File: config.mk
export PLATFORM = sky130hd
export DESIGN_NAME = uart_rx_frontend
export DESIGN_NICKNAME = d
export VERILOG_FILES = /design/src/rtl/uart_pkg.sv /design/src/rtl/rx_synchronizer.sv /design/src/rtl/uart_rx_frontend.sv
export SDC_FILE = /design/constraint.sdc
export NUM_CORES = 1
export LEC_CHECK = 0
export CORE_MARGIN = 3
export CORE_UTILIZATION = 58
export DETAILED_ROUTE_END_ITERATION = 6
export HOLD_SLACK_MARGIN = 0.05
export PLACE_DENSITY = 0.76
export SLEW_MARGIN = 15
export SYNTH_ARGS = -nofsm -noshare
export SYNTH_HDL_FRONTEND = slang
export SYNTH_SLANG_ARGS = --single-unit
File: constraint.sdc
create_clock -name clk -period 2.1 [get_ports clk]
set_input_delay 0.42 -clock clk [delete_from_list [all_inputs] [get_ports clk]]
set_output_delay 0.42 -clock clk [all_outputs]
set_load 0.05 [all_outputs]
File: src/rtl/uart_pkg.sv
// rtl/uart_pkg.sv - shared UART definitions for receiver and transmitter
package uart_pkg;

  // 12 MHz system clock / 115200 baud
  localparam int unsigned CLOCKS_PER_BAUD_DEFAULT = 104;

  typedef enum logic [1:0] {
    ST_IDLE  = 2'd0,
    ST_START = 2'd1,
    ST_DATA  = 2'd2,
    ST_STOP  = 2'd3
  } uart_state_e;

  // 2-of-3 vote used to filter each bit
  function automatic logic majority3(input logic a, input logic b, input logic c);
    return (a & b) | (a & c) | (b & c);
  endfunction

endpackage

File: src/rtl/rx_synchronizer.sv
// rtl/rx_synchronizer.sv - two-flop synchronizer for an asynchronous input
module rx_synchronizer #(
  parameter logic RESET_VALUE = 1'b1
) (
  input  logic clk,
  input  logic rst_n,
  input  logic d_i,
  output logic q_o
);

  logic meta_q;
  logic sync_q;

  // Two back-to-back flops; reset to the line's idle level so no false edge appears
  always_ff @(posedge clk or negedge rst_n) begin
    if (!rst_n) begin
      meta_q <= RESET_VALUE;
      sync_q <= RESET_VALUE;
    end else begin
      meta_q <= d_i;
      sync_q <= meta_q;
    end
  end

  assign q_o = sync_q;

endmodule

File: src/rtl/uart_rx_frontend.sv
// rtl/uart_rx_frontend.sv - UART receiver with majority sampling and one-byte holding register
import uart_pkg::*;

module uart_rx_frontend #(
  parameter int unsigned CLOCKS_PER_BAUD = CLOCKS_PER_BAUD_DEFAULT
) (
  input  logic       clk,
  input  logic       rst_n,
  input  logic       rx,
  output logic [7:0] data_o,
  output logic       valid_o,
  input  logic       ready_i,
  output logic       framing_error_o,
  output logic       overrun_o
);

  localparam logic [15:0] LAST = 16'(CLOCKS_PER_BAUD - 1);
  localparam logic [15:0] MID  = 16'(CLOCKS_PER_BAUD / 2);

  logic        rxs;
  logic        rxs_prev_q;
  uart_state_e state_q, state_d;
  logic [15:0] cnt_q, cnt_d;
  logic [2:0]  bit_idx_q, bit_idx_d;
  logic [7:0]  shift_q, shift_d;
  logic [1:0]  samp_q, samp_d;
  logic [7:0]  data_q, data_d;
  logic        valid_q, valid_d;
  logic        fe_q, fe_d;
  logic        ov_q, ov_d;

  logic        maj;
  logic        at_wrap;
  logic        at_last_sample;
  logic        stop_decide;

  rx_synchronizer #(
    .RESET_VALUE(1'b1)
  ) u_sync (
    .clk  (clk),
    .rst_n(rst_n),
    .d_i  (rx),
    .q_o  (rxs)
  );

  assign at_wrap        = (cnt_q == LAST);
  assign at_last_sample = (cnt_q == MID + 16'd1);
  // The third sample is taken live from rxs, so the vote is ready in the M+1 cycle
  assign maj            = majority3(samp_q[0], samp_q[1], rxs);

  // Next-state: frame FSM, baud counter, sampling, and holding-register update
  always_comb begin
    state_d     = state_q;
    cnt_d       = cnt_q;
    bit_idx_d   = bit_idx_q;
    shift_d     = shift_q;
    samp_d      = samp_q;
    data_d      = data_q;
    valid_d     = valid_q & ~ready_i;
    fe_d        = 1'b0;
    ov_d        = 1'b0;
    stop_decide = 1'b0;

    if (state_q != ST_IDLE) begin
      cnt_d = at_wrap ? 16'd0 : cnt_q + 16'd1;
      if (cnt_q == MID - 16'd1) samp_d[0] = rxs;
      if (cnt_q == MID)         samp_d[1] = rxs;
    end

    unique case (state_q)
      ST_IDLE: begin
        if (rxs_prev_q && !rxs) begin
          cnt_d   = 16'd0;
          state_d = ST_START;
        end
      end
      ST_START: begin
        if (at_last_sample && maj) begin
          // Line came back high mid start bit: treat as a glitch
          state_d = ST_IDLE;
          cnt_d   = 16'd0;
        end else if (at_wrap) begin
          state_d   = ST_DATA;
          bit_idx_d = 3'd0;
        end
      end
      ST_DATA: begin
        if (at_last_sample) shift_d = {maj, shift_q[7:1]};
        if (at_wrap) begin
          if (bit_idx_q == 3'd7) state_d = ST_STOP;
          else bit_idx_d = bit_idx_q + 3'd1;
        end
      end
      ST_STOP: begin
        // Leave half a bit early so a back-to-back start edge is not missed
        if (at_last_sample) begin
          stop_decide = 1'b1;
          state_d     = ST_IDLE;
          cnt_d       = 16'd0;
        end
      end
      default: state_d = ST_IDLE;
    endcase

    if (stop_decide) begin
      if (!maj) begin
        fe_d = 1'b1;
      end else if (!valid_q || ready_i) begin
        data_d  = shift_q;
        valid_d = 1'b1;
      end else begin
        ov_d = 1'b1;
      end
    end
  end

  // State registers; reset abandons any partial frame
  always_ff @(posedge clk or negedge rst_n) begin
    if (!rst_n) begin
      rxs_prev_q <= 1'b1;
      state_q    <= ST_IDLE;
      cnt_q      <= 16'd0;
      bit_idx_q  <= 3'd0;
      shift_q    <= 8'h00;
      samp_q     <= 2'b00;
      data_q     <= 8'h00;
      valid_q    <= 1'b0;
      fe_q       <= 1'b0;
      ov_q       <= 1'b0;
    end else begin
      rxs_prev_q <= rxs;
      state_q    <= state_d;
      cnt_q      <= cnt_d;
      bit_idx_q  <= bit_idx_d;
      shift_q    <= shift_d;
      samp_q     <= samp_d;
      data_q     <= data_d;
      valid_q    <= valid_d;
      fe_q       <= fe_d;
      ov_q       <= ov_d;
    end
  end

  assign data_o          = data_q;
  assign valid_o         = valid_q;
  assign framing_error_o = fe_q;
  assign overrun_o       = ov_q;

endmodule
==> impl_metrics.prom <==
# TYPE chip_impl_metric gauge
chip_impl_info{name="outcome",value="finished, final reports clean"} 1
chip_impl_metric{name="timing.max_slew.rel_slack",unit=""} 0.602
chip_impl_metric{name="area.growth.synth_to_final",unit="%"} 16.8
chip_impl_metric{name="post_drt_via_cell_ratio",unit=""} 6.00
chip_impl_info{name="cts_tree",value="yes"} 1
chip_impl_metric{name="required",unit="ns"} 2.29
chip_impl_info{name="rsz0062_at_grt",value="false"} 1
chip_impl_metric{name="crit_fanout",unit=""} 8
chip_impl_metric{name="placementRows",unit=""} 21
chip_impl_metric{name="final.setup_skew",unit="ns"} 0.00784
chip_impl_metric{name="layout-drive-gt1-share",unit=""} 0.225
chip_impl_metric{name="floorplan.die_area",unit="um^2"} 4640
chip_impl_info{name="timing.setup.critical_path_class",value="reg2reg"} 1
chip_impl_metric{name="detailedPlacementHpwl",unit="mm"} 3.19
chip_impl_metric{name="initialDrtViolationCount",unit=""} 115
chip_impl_metric{name="grt_max_degree",unit=""} 22
chip_impl_metric{name="die_height",unit="um"} 68.1
chip_impl_metric{name="wl_per_cell",unit="um"} 16.4
chip_impl_metric{name="place.gp.congestion",unit=""} 0.840
chip_impl_metric{name="portBuffers",unit=""} 14
chip_impl_metric{name="final-hold-violation-count",unit=""} 0
chip_impl_metric{name="layout_worst_path_cycle_share",unit=""} 0.913
chip_impl_metric{name="dr_total_vias",unit=""} 1609
chip_impl_metric{name="clock-sinks",unit=""} 45
chip_impl_metric{name="final-max-slew-violation-count",unit=""} 0
chip_impl_metric{name="n_fill_cell",unit=""} 240
chip_impl_metric{name="cts.clk_slew.worst_paths",unit="ns"} 0.09
chip_impl_metric{name="cts_post_setup_buffers_inserted",unit=""} 0
chip_impl_metric{name="clock_latency",unit="ns"} 0.30
chip_impl_metric{name="vdd_drop_max",unit="V"} 0.000713
chip_impl_info{name="holdCritPathClass",value="reg2reg"} 1
chip_impl_metric{name="synthesis.nets",unit=""} 204
chip_impl_metric{name="maximum_clock_frequency",unit="MHz"} 521
chip_impl_metric{name="setup-violations-final",unit=""} 0
chip_impl_metric{name="die_w",unit="um"} 68.1
chip_impl_metric{name="antenna_cells",unit=""} 0
chip_impl_metric{name="ys_ff_latch",unit=""} 45
chip_impl_info{name="cts_root_buffer",value="clkbuf_8"} 1
chip_impl_metric{name="synth_sequential_area_ratio",unit=""} 0.505
chip_impl_metric{name="critical_path_arrival",unit="ns"} 2.11
chip_impl_metric{name="power_per_cell_area",unit="nW/um^2"} 941
chip_impl_metric{name="setup_tns",unit="ns"} 0
chip_impl_metric{name="htree_levels",unit=""} 2
chip_impl_metric{name="first_pass_iters",unit=""} 4
chip_impl_metric{name="cts-root-to-sink-buffers",unit=""} 2
chip_impl_metric{name="r2r_setup_slack",unit="ns"} 0.18
chip_impl_metric{name="period_minus_slack",unit="ns"} 1.92
chip_impl_info{name="cp-end-kind",value="flop"} 1
chip_impl_metric{name="grt_usage",unit=""} 0.220
chip_impl_metric{name="ant_nets",unit=""} 0
chip_impl_metric{name="power_leakage",unit="nW"} 1.14
chip_impl_metric{name="number_of_global_route_vias_before_repair",unit=""} 1580
chip_impl_metric{name="pin_count",unit=""} 15
chip_impl_metric{name="synthesis.instances",unit=""} 195
chip_impl_metric{name="syn-mean-instance-area",unit="um^2"} 11.5
chip_impl_metric{name="grt_first_pass_wirelength",unit="mm"} 7.32
chip_impl_metric{name="synth.lib_cells_used.distinct",unit=""} 50
chip_impl_info{name="crit_path_start_kind",value="flop"} 1
chip_impl_metric{name="synth_edf_count",unit=""} 0
chip_impl_metric{name="ys_warns",unit=""} 0
chip_impl_metric{name="worstMarginPinSlew",unit="ns"} 0.596
chip_impl_metric{name="core_region_area",unit="um^2"} 3520
chip_impl_metric{name="finalPower",unit="W"} 0.00246
chip_impl_metric{name="cts_buffers",unit=""} 5
chip_impl_metric{name="start_util",unit=""} 0.635
chip_impl_metric{name="netlist_area",unit="um^2"} 2240
chip_impl_metric{name="grt_antenna_before_repair",unit=""} 0
chip_impl_metric{name="final_nets",unit=""} 230
chip_impl_metric{name="maxCapViolCount",unit=""} 0
chip_impl_metric{name="async_reset_ff_frac",unit=""} 1.00
chip_impl_info{name="most_used_dff_post_synth",value="dfrtp_1"} 1
chip_impl_metric{name="total_wirelength",unit="mm"} 4.38
chip_impl_metric{name="route.detailed.drc",unit=""} 0
chip_impl_metric{name="grt_overflow",unit=""} 0
cell usage in the layout, fill, tap and decap left out, types with 4 or more instances in the layout:
| cell type | count |
|---|---|
| a22oi_1 | 4 |
| nand2_1 | 5 |
| nor3_1 | 4 |
| nand3_1 | 4 |
| ha_1 | 5 |
| inv_1 | 7 |
| clkbuf_8 | 5 |
| dfrtp_1 | 42 |
| nor2_1 | 11 |
| buf_4 | 10 |
| o21ai_0 | 5 |
| nor4_1 | 6 |
| nand2b_1 | 4 |
| clkdlybuf4s50_1 | 13 |
| nand4_1 | 4 |
| a21oi_1 | 12 |
| o31ai_1 | 4 |
| mux2_2 | 19 |
| xnor2_1 | 10 |
registers in the layout, summed over array words and instances (netlist names), 2 cells and up, named ones only:
name       cells
shift_q        8
bit_idx_q      3
samp_q         2
data_o         8
cnt_q         16
routing by layer:
metal  global-route usage  share of wire  up-vias
met5                    0              0        -
met4                0.114          0.020        0
met3               0.0476          0.034        7
met2                0.338           0.49       37
met1                0.291           0.46      790
li1                     -              -      775
through the flow:
step           hold slack, ns  cells  instance area, um^2  setup slack (ns)   util
3_3_place_gp            0.259    259                 2470            0.0971  0.703
3_5_place_dp            0.266    259                 2470            0.0403  0.703
4_1_cts                 0.360    268                 2600            0.0416  0.739
6_report                0.355    268                 2610             0.182  0.742
2_1_floorplan           0.124    195                 2240             0.362      -
5_1_grt                 0.358    268                 2610            0.0822  0.742
path summary, 6_finish.rpt:
path | cells after the start | end | startpoint
max in group asynchronous | 3 | u_sync.meta_q$_DFF_PN1_ | rst_n
min in group asynchronous | 2 | cnt_q[3]$_DFF_PN0_ | rst_n
setup / recovery | 4 | shift_q[2]$_DFFE_PN0P_ | cnt_q[9]$_DFF_PN0_
hold / removal | 0 | u_sync.q_o$_DFF_PN1_ | u_sync.meta_q$_DFF_PN1_
hold reg to reg | 0 | u_sync.q_o$_DFF_PN1_ | u_sync.meta_q$_DFF_PN1_
setup reg to reg | 4 | shift_q[2]$_DFFE_PN0P_ | cnt_q[9]$_DFF_PN0_
layout make-up:
type	count	area [um^2]	area share
multi-input cells	137	1060	0.405
repair buffers	25	220	0.0843
inverters	7	26.3	0.0101
flip-flops and latches	45	1130	0.433
clock inverters	3	50.0	0.0192
clock buffers	5	68.8	0.0264
well taps	46	57.6	0.0220
worst max-delay path: stages, from the launching register on:
cell	delay, ns
dfrtp_1	0.44
nor3_2	0.32
nand4_4	0.24
nor3_4	0.40
mux2_2	0.40
where the power goes:
part	switching [W]	internal, W	leakage (nW)	total, W
registers	0.000102	0.000956	0.599	0.00106
logic	0.000444	0.000272	0.485	0.000716
clock network	0.000320	0.000365	0.0603	0.000684
cells in the mapped netlist (2+ instances only):
cell type | number | share of area
a41oi_1 | 2 | 0.0078
nand3_1 | 4 | 0.0090
dfstp_2 | 3 | 0.035
nor3b_1 | 2 | 0.0067
nand2b_1 | 4 | 0.011
nand4b_1 | 2 | 0.0078
a21oi_1 | 12 | 0.027
nor3_1 | 4 | 0.0090
and4_1 | 2 | 0.0078
or4_1 | 2 | 0.0067
a31oi_1 | 3 | 0.0084
nor3_4 | 2 | 0.015
nor2b_1 | 2 | 0.0056
dfrtp_1 | 42 | 0.47
nand4_1 | 4 | 0.011
ha_1 | 5 | 0.028
inv_1 | 7 | 0.012
nor4_1 | 6 | 0.017
clkbuf_1 | 2 | 0.0034
nor2_1 | 11 | 0.018
o21ai_0 | 5 | 0.011
xnor2_1 | 10 | 0.039
buf_2 | 3 | 0.0067
o31ai_1 | 4 | 0.013
mux2_2 | 19 | 0.096
nand2_1 | 5 | 0.0084
a22oi_1 | 4 | 0.013
a22o_1 | 2 | 0.0078
cells by family after synthesis:
family,synth area share
multiplexers,0.100
buffers and inverters,0.0252
AND/OR/NAND/NOR,0.180
XOR/XNOR,0.0431
flip-flops,0.505
adder cells (fa/ha/maj),0.0325
AO/OA/AOI/OAI,0.114
what timing repair did:
action / 4_1_cts / 5_1_grt
endpoints found under the setup margin: 0 / 16
endpoints found under the hold margin: 6 / 0
gates resized for setup: 0 / 1
hold buffers: 1 / 0
Note: power is estimated with default switching activity, not from simulation.
